<file path="src/rtl/fifo_ctrl_if.sv">
// Bundle of the request, threshold, memory-control and status signals that
// connect the requesting lane logic to the FIFO controller.
interface fifo_ctrl_if #(
    parameter int unsigned ADDR_WIDTH = 3
);
    // Requests and configuration from the lane logic
    logic                  push;
    logic                  pop;
    logic [ADDR_WIDTH:0]   thr_almost_full;
    logic [ADDR_WIDTH:0]   thr_almost_empty;
    logic                  err_clear;

    // Memory control towards the dual-port memory
    logic                  write_enable;
    logic [ADDR_WIDTH-1:0] write_addr;
    logic                  read_enable;
    logic [ADDR_WIDTH-1:0] read_addr;

    // Status back to the lane logic
    logic                  pop_valid;
    logic [ADDR_WIDTH:0]   count;
    logic                  full;
    logic                  empty;
    logic                  almost_full;
    logic                  almost_empty;
    logic                  overflow_err;
    logic                  underflow_err;
    logic                  ctrl_ready;

    // Requesting side: issues push/pop and observes status
    modport master (
        output push, pop, thr_almost_full, thr_almost_empty, err_clear,
        input  write_enable, write_addr, read_enable, read_addr,
        input  pop_valid, count, full, empty, almost_full, almost_empty,
        input  overflow_err, underflow_err, ctrl_ready
    );

    // Controller side
    modport slave (
        input  push, pop, thr_almost_full, thr_almost_empty, err_clear,
        output write_enable, write_addr, read_enable, read_addr,
        output pop_valid, count, full, empty, almost_full, almost_empty,
        output overflow_err, underflow_err, ctrl_ready
    );
endinterface

</file>
<file path="src/rtl/fifo_ctrl.sv">
// Pointer, occupancy and flag controller sequencing a 2**ADDR_WIDTH-entry
// dual-port memory as a synchronous FIFO. Carries no data itself; it owns
// the memory addresses/enables and reports occupancy, thresholds and errors.
module fifo_ctrl #(
    parameter int unsigned ADDR_WIDTH = 3,
    parameter int unsigned AF_DEFAULT = 6,
    parameter int unsigned AE_DEFAULT = 2
) (
    input  logic         clk,
    input  logic         reset_L,
    fifo_ctrl_if.slave   bus
);
    localparam int unsigned DEPTH = 2 ** ADDR_WIDTH;
    localparam int unsigned CW    = ADDR_WIDTH + 1;

    localparam logic [CW-1:0]         COUNT_FULL = CW'(DEPTH);
    localparam logic [CW-1:0]         COUNT_ONE  = CW'(1);
    localparam logic [ADDR_WIDTH-1:0] PTR_ONE    = ADDR_WIDTH'(1);
    localparam logic [CW-1:0]         AF_RESET   = CW'(AF_DEFAULT);
    localparam logic [CW-1:0]         AE_RESET   = CW'(AE_DEFAULT);

    typedef enum logic {
        S_INIT,
        S_ACTIVE
    } state_t;

    state_t                state;
    logic                  ready_q;
    logic [CW-1:0]         thr_af;
    logic [CW-1:0]         thr_ae;

    logic [ADDR_WIDTH-1:0] wr_ptr;
    logic [ADDR_WIDTH-1:0] rd_ptr;
    logic [CW-1:0]         count_q;
    logic                  pop_valid_q;
    logic                  overflow_q;
    logic                  underflow_q;

    logic                  active;
    logic                  is_full;
    logic                  is_empty;
    logic                  pop_ok;
    logic                  push_ok;
    logic                  push_reject;
    logic                  pop_reject;

    // Accept decisions from registered occupancy and the current requests
    always_comb begin
        active      = (state == S_ACTIVE);
        is_full     = (count_q == COUNT_FULL);
        is_empty    = (count_q == '0);
        pop_ok      = active & bus.pop & ~is_empty;
        // a push into a full FIFO is safe when a pop frees the slot in the
        // same cycle: the memory returns the old word on a same-address R/W
        push_ok     = active & bus.push & (~is_full | pop_ok);
        push_reject = active & bus.push & ~push_ok;
        pop_reject  = active & bus.pop  & ~pop_ok;
    end

    // Two-state sequencer: one INIT clock latches thresholds, then ACTIVE
    always_ff @(posedge clk or negedge reset_L) begin
        if (!reset_L) begin
            state   <= S_INIT;
            ready_q <= 1'b0;
            thr_af  <= AF_RESET;
            thr_ae  <= AE_RESET;
        end else begin
            case (state)
                S_INIT: begin
                    thr_af  <= bus.thr_almost_full;
                    thr_ae  <= bus.thr_almost_empty;
                    state   <= S_ACTIVE;
                    ready_q <= 1'b1;
                end
                S_ACTIVE: begin
                    state   <= S_ACTIVE;
                    ready_q <= 1'b1;
                end
                default: begin
                    state   <= S_INIT;
                    ready_q <= 1'b0;
                end
            endcase
        end
    end

    // Write/read pointers advance once per accepted operation, wrapping naturally
    always_ff @(posedge clk or negedge reset_L) begin
        if (!reset_L) begin
            wr_ptr <= '0;
            rd_ptr <= '0;
        end else begin
            if (push_ok) begin
                wr_ptr <= wr_ptr + PTR_ONE;
            end
            if (pop_ok) begin
                rd_ptr <= rd_ptr + PTR_ONE;
            end
        end
    end

    // Occupancy: net change of accepted push minus accepted pop
    always_ff @(posedge clk or negedge reset_L) begin
        if (!reset_L) begin
            count_q <= '0;
        end else begin
            case ({push_ok, pop_ok})
                2'b10:   count_q <= count_q + COUNT_ONE;
                2'b01:   count_q <= count_q - COUNT_ONE;
                default: count_q <= count_q;
            endcase
        end
    end

    // Read data is valid the cycle after an accepted pop (memory read latency)
    always_ff @(posedge clk or negedge reset_L) begin
        if (!reset_L) begin
            pop_valid_q <= 1'b0;
        end else begin
            pop_valid_q <= pop_ok;
        end
    end

    // Sticky errors: a new rejection takes priority over a same-cycle clear
    always_ff @(posedge clk or negedge reset_L) begin
        if (!reset_L) begin
            overflow_q  <= 1'b0;
            underflow_q <= 1'b0;
        end else begin
            if (push_reject) begin
                overflow_q <= 1'b1;
            end else if (bus.err_clear) begin
                overflow_q <= 1'b0;
            end
            if (pop_reject) begin
                underflow_q <= 1'b1;
            end else if (bus.err_clear) begin
                underflow_q <= 1'b0;
            end
        end
    end

    // Memory control and status decodes
    always_comb begin
        bus.write_enable  = push_ok;
        bus.write_addr    = wr_ptr;
        bus.read_enable   = pop_ok;
        bus.read_addr     = rd_ptr;
        bus.pop_valid     = pop_valid_q;
        bus.count         = count_q;
        bus.full          = is_full;
        bus.empty         = is_empty;
        bus.almost_full   = (count_q >= thr_af);
        bus.almost_empty  = (count_q <= thr_ae);
        bus.overflow_err  = overflow_q;
        bus.underflow_err = underflow_q;
        bus.ctrl_ready    = ready_q;
    end
endmodule

</file>
<file path="src/flat_wrapper.sv">
// flat-port wrapper written by rule: the top's interface ports become plain ports
module fifo_ctrl_flat 
#(
    parameter int unsigned ADDR_WIDTH = 3,
    parameter int unsigned AF_DEFAULT = 6,
    parameter int unsigned AE_DEFAULT = 2
)
  (clk, reset_L, bus_push, bus_pop, bus_thr_almost_full, bus_thr_almost_empty, bus_err_clear, bus_write_enable, bus_write_addr, bus_read_enable, bus_read_addr, bus_pop_valid, bus_count, bus_full, bus_empty, bus_almost_full, bus_almost_empty, bus_overflow_err, bus_underflow_err, bus_ctrl_ready);
  fifo_ctrl_if #(.ADDR_WIDTH(ADDR_WIDTH)) bus_i ();
  input  logic clk;
  input  logic reset_L;
  input wire logic [$bits(bus_i.push)-1:0] bus_push;
  input wire logic [$bits(bus_i.pop)-1:0] bus_pop;
  input wire logic [$bits(bus_i.thr_almost_full)-1:0] bus_thr_almost_full;
  input wire logic [$bits(bus_i.thr_almost_empty)-1:0] bus_thr_almost_empty;
  input wire logic [$bits(bus_i.err_clear)-1:0] bus_err_clear;
  output wire logic [$bits(bus_i.write_enable)-1:0] bus_write_enable;
  output wire logic [$bits(bus_i.write_addr)-1:0] bus_write_addr;
  output wire logic [$bits(bus_i.read_enable)-1:0] bus_read_enable;
  output wire logic [$bits(bus_i.read_addr)-1:0] bus_read_addr;
  output wire logic [$bits(bus_i.pop_valid)-1:0] bus_pop_valid;
  output wire logic [$bits(bus_i.count)-1:0] bus_count;
  output wire logic [$bits(bus_i.full)-1:0] bus_full;
  output wire logic [$bits(bus_i.empty)-1:0] bus_empty;
  output wire logic [$bits(bus_i.almost_full)-1:0] bus_almost_full;
  output wire logic [$bits(bus_i.almost_empty)-1:0] bus_almost_empty;
  output wire logic [$bits(bus_i.overflow_err)-1:0] bus_overflow_err;
  output wire logic [$bits(bus_i.underflow_err)-1:0] bus_underflow_err;
  output wire logic [$bits(bus_i.ctrl_ready)-1:0] bus_ctrl_ready;
  assign bus_i.push = bus_push;
  assign bus_i.pop = bus_pop;
  assign bus_i.thr_almost_full = bus_thr_almost_full;
  assign bus_i.thr_almost_empty = bus_thr_almost_empty;
  assign bus_i.err_clear = bus_err_clear;
  assign bus_write_enable = bus_i.write_enable;
  assign bus_write_addr = bus_i.write_addr;
  assign bus_read_enable = bus_i.read_enable;
  assign bus_read_addr = bus_i.read_addr;
  assign bus_pop_valid = bus_i.pop_valid;
  assign bus_count = bus_i.count;
  assign bus_full = bus_i.full;
  assign bus_empty = bus_i.empty;
  assign bus_almost_full = bus_i.almost_full;
  assign bus_almost_empty = bus_i.almost_empty;
  assign bus_overflow_err = bus_i.overflow_err;
  assign bus_underflow_err = bus_i.underflow_err;
  assign bus_ctrl_ready = bus_i.ctrl_ready;
  fifo_ctrl #(.ADDR_WIDTH(ADDR_WIDTH), .AF_DEFAULT(AF_DEFAULT), .AE_DEFAULT(AE_DEFAULT)) u_core (.clk(clk), .reset_L(reset_L), .bus(bus_i));
endmodule
</file>
<file path="config.mk">
export PLATFORM = sky130hd
export DESIGN_NAME = fifo_ctrl_flat
export DESIGN_NICKNAME = d
export VERILOG_FILES = /design/src/rtl/fifo_ctrl_if.sv /design/src/rtl/fifo_ctrl.sv /design/src/flat_wrapper.sv
export SDC_FILE = /design/constraint.sdc
export NUM_CORES = 1
export LEC_CHECK = 0
export BUFFER_PORTS_ARGS = -buffer_cell sky130_fd_sc_hd__buf_2
export CAP_MARGIN = 0
export CORE_MARGIN = 2
export CORE_UTILIZATION = 25
export CTS_CLUSTER_DIAMETER = 80
export DETAILED_ROUTE_END_ITERATION = 10
export PLACE_DENSITY = 0.47
export SLEW_MARGIN = 20
export SYNTH_ARGS = -nofsm -noshare
export SYNTH_HDL_FRONTEND = slang
export SYNTH_SLANG_ARGS = --single-unit
export TNS_END_PERCENT = 100
</file>
<file path="constraint.sdc">
create_clock -name clk -period 3.71 [get_ports clk]
set_input_delay 0.1855 -clock clk [delete_from_list [all_inputs] [get_ports clk]]
set_output_delay 0.1855 -clock clk [all_outputs]
set_load 0.02 [all_outputs]
</file>
Yosys cells after proc, flatten, opt, wreduce, memory -nomap -nowiden:

Cells that the tools add are included.

* input port bits: 13
* output and inout port bits: 20
* bits in registers: 22
* logic and storage cells: 37

* equality and inequality tests: 3
* bitwise logic cells: 11
* reduce and logical (&&, ||, !) cells: 4
* magnitude comparators: 2
* muxes and demuxes: 4
* $add $sub $neg: 4

Operator list (number)
* 4-bit one-hot mux with 2 select lines: 1
* 3-bit by 1-bit adder with 3-bit output, second input constant: 2
* 1-bit AND: 6
* 2-bit nonzero test: 3
* 4-bit by 1-bit adder with 4-bit output, second input constant: 1
* 4-bit == test, second input constant: 1
* 4-bit greater-or-equal comparator: 1
* 4-bit less-or-equal comparator: 1
* 4-bit zero test: 1
* 1-bit NOT: 4
* 4-bit by 1-bit subtractor with 4-bit output, second input constant: 1
* 1-bit 2-to-1 mux: 3
* 2-bit by 1-bit == test with 1-bit output, second input constant: 1
* 2-bit == test, second input constant: 1
* 1-bit OR: 1

Depth between registers and ports, before layout:

* depth in word-level cells: 8
* depth in mapped cells: 9
* gate-level depth less buffers: 8

Worst setup path before layout:

No wires, ideal clock.

* kind: reg2reg
* start: register u_core.count_q[1], in the netlist u_core.bus.count[1]
* end: register u_core.count_q[3], in the netlist u_core.bus.count[3]
* library setup time: 0.070 ns
* buffers on the path: 0
* arrival: 2.454 ns
* cell stages (with the launch flop): 9
* data required time: 3.640 ns
* clock period less this slack: 2.524 ns
* setup slack: 1.186 ns
* cells stage by stage: dfrtp_1 -> or4_4 -> nand2b_2 -> inv_2 -> ha_1 -> a211o_1 -> o21a_1 -> or4bb_1 -> nand3_1

* word-level cells in the longest chain between the ends: 7
* elaborated cells on any way between the ends: 13
* those cells by class: 2 x add/sub; 3 x eq/ne; 1 x mux; 5 x bitwise; 2 x reduce/logical

Ends and longest elaborated chain
* start, declared: RTL line fifo_ctrl.sv:34 `logic [CW-1:0] count_q;`
* start signal, assigned: RTL line fifo_ctrl.sv:108 `2'b10: count_q <= count_q + COUNT_ONE;`
* start signal, assigned: RTL line fifo_ctrl.sv:109 `2'b01: count_q <= count_q - COUNT_ONE;`
* start signal, assigned: RTL line fifo_ctrl.sv:110 `default: count_q <= count_q;`
* 4-bit zero test: RTL line fifo_ctrl.sv:51 `is_empty = (count_q == '0);`
* 1-bit NOT: RTL line fifo_ctrl.sv:52 `pop_ok = active & bus.pop & ~is_empty;`
* 1-bit AND: RTL line fifo_ctrl.sv:52
* 1-bit OR: RTL line fifo_ctrl.sv:55 `push_ok = active & bus.push & (~is_full | pop_ok);`
* 1-bit AND: RTL line fifo_ctrl.sv:55
* 2-bit by 1-bit == test with 1-bit output / 2-bit == test (equally long branches): RTL line fifo_ctrl.sv:107 `case ({push_ok, pop_ok})`
* 4-bit one-hot mux with 2 select lines / 2-bit nonzero test (equally long branches)

Parallel ways exist; a longest one is shown, timed or not.
A chain may end at the register's enable or synchronous reset.

Final worst setup path:

Ends and elaborated chain as after synthesis.

==> impl_metrics.json <==
{
  "period_minus_slack_ps": 2603,
  "setup_viol": 0,
  "slew_violations": 0,
  "synth_area_leaders": "dfrtp_1 38%, ha_1 12%, mux2_2 8.2%",
  "start_kind": "register",
  "gp_congestion": 0.8237,
  "drc": 0,
  "grt.overflow.total": 0,
  "layout.cells.non_filler": 214,
  "die_w_um": 74.46,
  "cts_tree": "yes",
  "worst_pin_slew_ps": 510.9,
  "utilization": 0.3258,
  "clk_latency_ps": 270,
  "clk_pin_slew_ps": 80,
  "grt_pass1_vias": 901,
  "design_area_mm2": 0.001549,
  "reg2regPathDepth": 8,
  "timing.rr.start": "u_core.bus.count[1]$_DFFE_PN0P_",
  "syn_nets": 137,
  "ys_warn_count": 0,
  "worstHoldStart": "bus_err_clear",
  "drtIter0Drc": 12,
  "hp-class": "in -> reg",
  "grt_use_total": 0.1017,
  "wl_per_cell_um": 12.02,
  "die_area_mm2": 0.005544,
  "rows": 25,
  "ant_nets": 0,
  "rsz0062_at_grt": "no",
  "status": "completed",
  "multi_input_area_um2": 621.8,
  "cellPowerDensity_mw_per_mm2": 708.7,
  "fp.dieH_um": 74.46,
  "drive_gt1_frac": 0.4014,
  "grt_antenna_before_repair": 0,
  "firstDrtPassIters": 4,
  "syn_inst": 111,
  "seq_area_um2": 554.3,
  "place_area_mm2": 0.001484,
  "htreeDepth": 1,
  "place_inst": 209,
  "synth_top_area_share": 0.3831,
  "routed-via-count": 924,
  "vias_per_cell": 4.318,
  "ys_async_sr_fraction": 1.000,
  "grt_pass1_wl_mm": 4.243,
  "crit_arrival_ps": 2810,
  "clock_path_buffers": 2,
  "cts_root_buffer": "clkbuf_8",
  "io_buffers": 32,
  "min_path_cells": 2,
  "vdd_drop_max_mv": 0.2431,
  "max_freq_mhz": 384.2,
  "synth_seq_area_share": 0.4466,
  "endpoint_kind": "register",
  "syn_area_per_cell_um2": 11.18,
  "grt_max_degree": 23,
  "synth.cell_area_mm2": 0.001241,
  "synth_cell_types": 35,
  "synth_edf_count": 0,
  "nets": 174,
  "start_util": 0.2611,
  "cts_buffers": 3,
  "worstPathMaxFanout": 8,
  "ys_dominant_reg_cell": "dfrtp_1",
  "fillCellCount": 506,
  "drt-total-wl_mm": 2.573,
  "post-dp-hpwl_mm": 2.001,
  "relSlewSlack": 0.6594,
  "cp_data_required_time_ps": 3920,
  "report.power.total_mw": 1.098,
  "cts_sinks": 22,
  "cts_setup_buffers": 0,
  "period_share": 0.7016,
  "drv_cap": 0,
  "n_antenna_cell": 0,
  "hold_violations": 0,
  "cts_resized": 0,
  "area_growth_pct": 24.80,
  "cp-startpoint": "u_core.bus.count[1]$_DFFE_PN0P_",
  "io_pins": 33,
  "ys_ff_latch": 22,
  "synth_area_leader_cell": "dfrtp_1",
  "skew_ps": 1.349,
  "fin_tns_setup_ps": 0,
  "leakagePower_nw": 0.7808,
  "core_mm2": 0.004755,
  "critical_path_class": "reg -> reg"
}
==> metrics by stage <==
| step | hold WS, ps | setup WS [ps] |
|---|---|---|
| 2_1_floorplan | -110.1 | 1186 |
| 3_3_place_gp | 188.0 | 1197 |
| 3_5_place_dp | 195.8 | 1133 |
| 4_1_cts | 115.4 | 1109 |
| 5_1_grt | 129.2 | 1036 |
| 6_report | 125.6 | 1107 |
==> final timing paths <==
check                                                  endpoint  slack (ps)
max                             u_core.bus.count[3]$_DFFE_PN0P_        1110
min                        u_core.bus.underflow_err$_DFFE_PN0P_         130
max reg2reg                     u_core.bus.count[3]$_DFFE_PN0P_        1110
min reg2reg                 u_core.bus.read_addr[2]$_DFFE_PN0P_         470
max in group asynchronous          u_core.thr_ae[1]$_DFFE_PN1N_        2930
min in group asynchronous  u_core.bus.write_addr[1]$_DFFE_PN0P_         420
==> cells in the final DEF (no fill, tap or decap), drive strengths merged, types with 2 or more instances in the layout <==
cell | Yosys | layout
inv | 15 | 15
xor2 | 3 | 3
o211ai | 3 | 3
o21ai | 2 | 2
dfrtp | 19 | 19
a21oi | 2 | 2
o22ai | 2 | 2
xnor2 | 4 | 4
nand2b | 3 | 3
dfstp | 3 | 3
nand3 | 2 | 2
ha | 12 | 12
nor3 | 2 | 2
nand2 | 8 | 8
a21o | 4 | 4
o21a | 3 | 3
clkbuf | 1 | 4
buf | 1 | 33
mux2 | 10 | 10
==> cells by family (layout without fill, tap and decap cells) <==
| kind of cell | Yosys count | count (layout) | share of synthesized area |
|---|---|---|---|
| other | 1 | 1 | 0.003021 |
| adders and majority gates | 13 | 13 | 0.1371 |
| and+or+nand+nor | 22 | 22 | 0.1038 |
| AOI/OAI and AO/OA | 19 | 19 | 0.1139 |
| xor gates and xnor gates | 7 | 7 | 0.04940 |
| buffers and inverters | 17 | 53 | 0.05241 |
| muxes | 10 | 10 | 0.09375 |
| DFF | 22 | 22 | 0.4466 |
==> what timing repair did <==
action | 4_1_cts | 5_1_grt
hold endpoints to repair | 19 | 0
endpoints found under the setup margin | 0 | 0
hold buffers | 1 | 0
==> cell type report <==
cell class,instances,share of cell area
tap,67,0.05412
multi-input combinational,72,0.4015
inverter,15,0.03635
timing repair buffer,34,0.1147
sequential,22,0.3578
clock buffer,4,0.03554
==> cell usage after synthesis (all sizes together) (2+ instances only) <==
master  instances
dfrtp          19
inv            15
ha             12
mux2           10
nand2           8
a21o            4
xnor2           4
dfstp           3
nand2b          3
o211ai          3
o21a            3
xor2            3
a21oi           2
nand3           2
nor3            2
o21ai           2
o22ai           2
==> registers in the layout, summed over array words and instances, names as in the netlist <==
signal and flops:
u_core.bus.overflow_err 1, u_core.bus.read_addr 3, u_core.thr_ae 4, u_core.bus.pop_valid 1
u_core.active 1, u_core.bus.count 4, u_core.bus.write_addr 3, u_core.bus.underflow_err 1
u_core.thr_af 4
==> per-layer routing <==
metal	global-route usage	routed length, µm	vias up
met3	0.008130	70	5
met2	0.1632	1231	18
met4	0.05952	69	0
met1	0.1340	1201	450
met5	0	0	-
li1	-	-	451
==> power breakdown <==
part | internal (mW) | switching, mW | total (mW)
Sequential | 0.312 | 0.0809 | 0.393
Combinational | 0.229 | 0.297 | 0.526
Clock | 0.0948 | 0.0837 | 0.179
==> critical path, stage by stage (launching register included) <==
cell and delay, ps:
dfrtp_1 480, or4_4 610, nand2b_2 130, inv_2 60
ha_1 270, a211o_1 310, o21a_1 120, or4bb_1 480
nand3_1 80
Note: power is estimated with default switching activity, not from simulation.
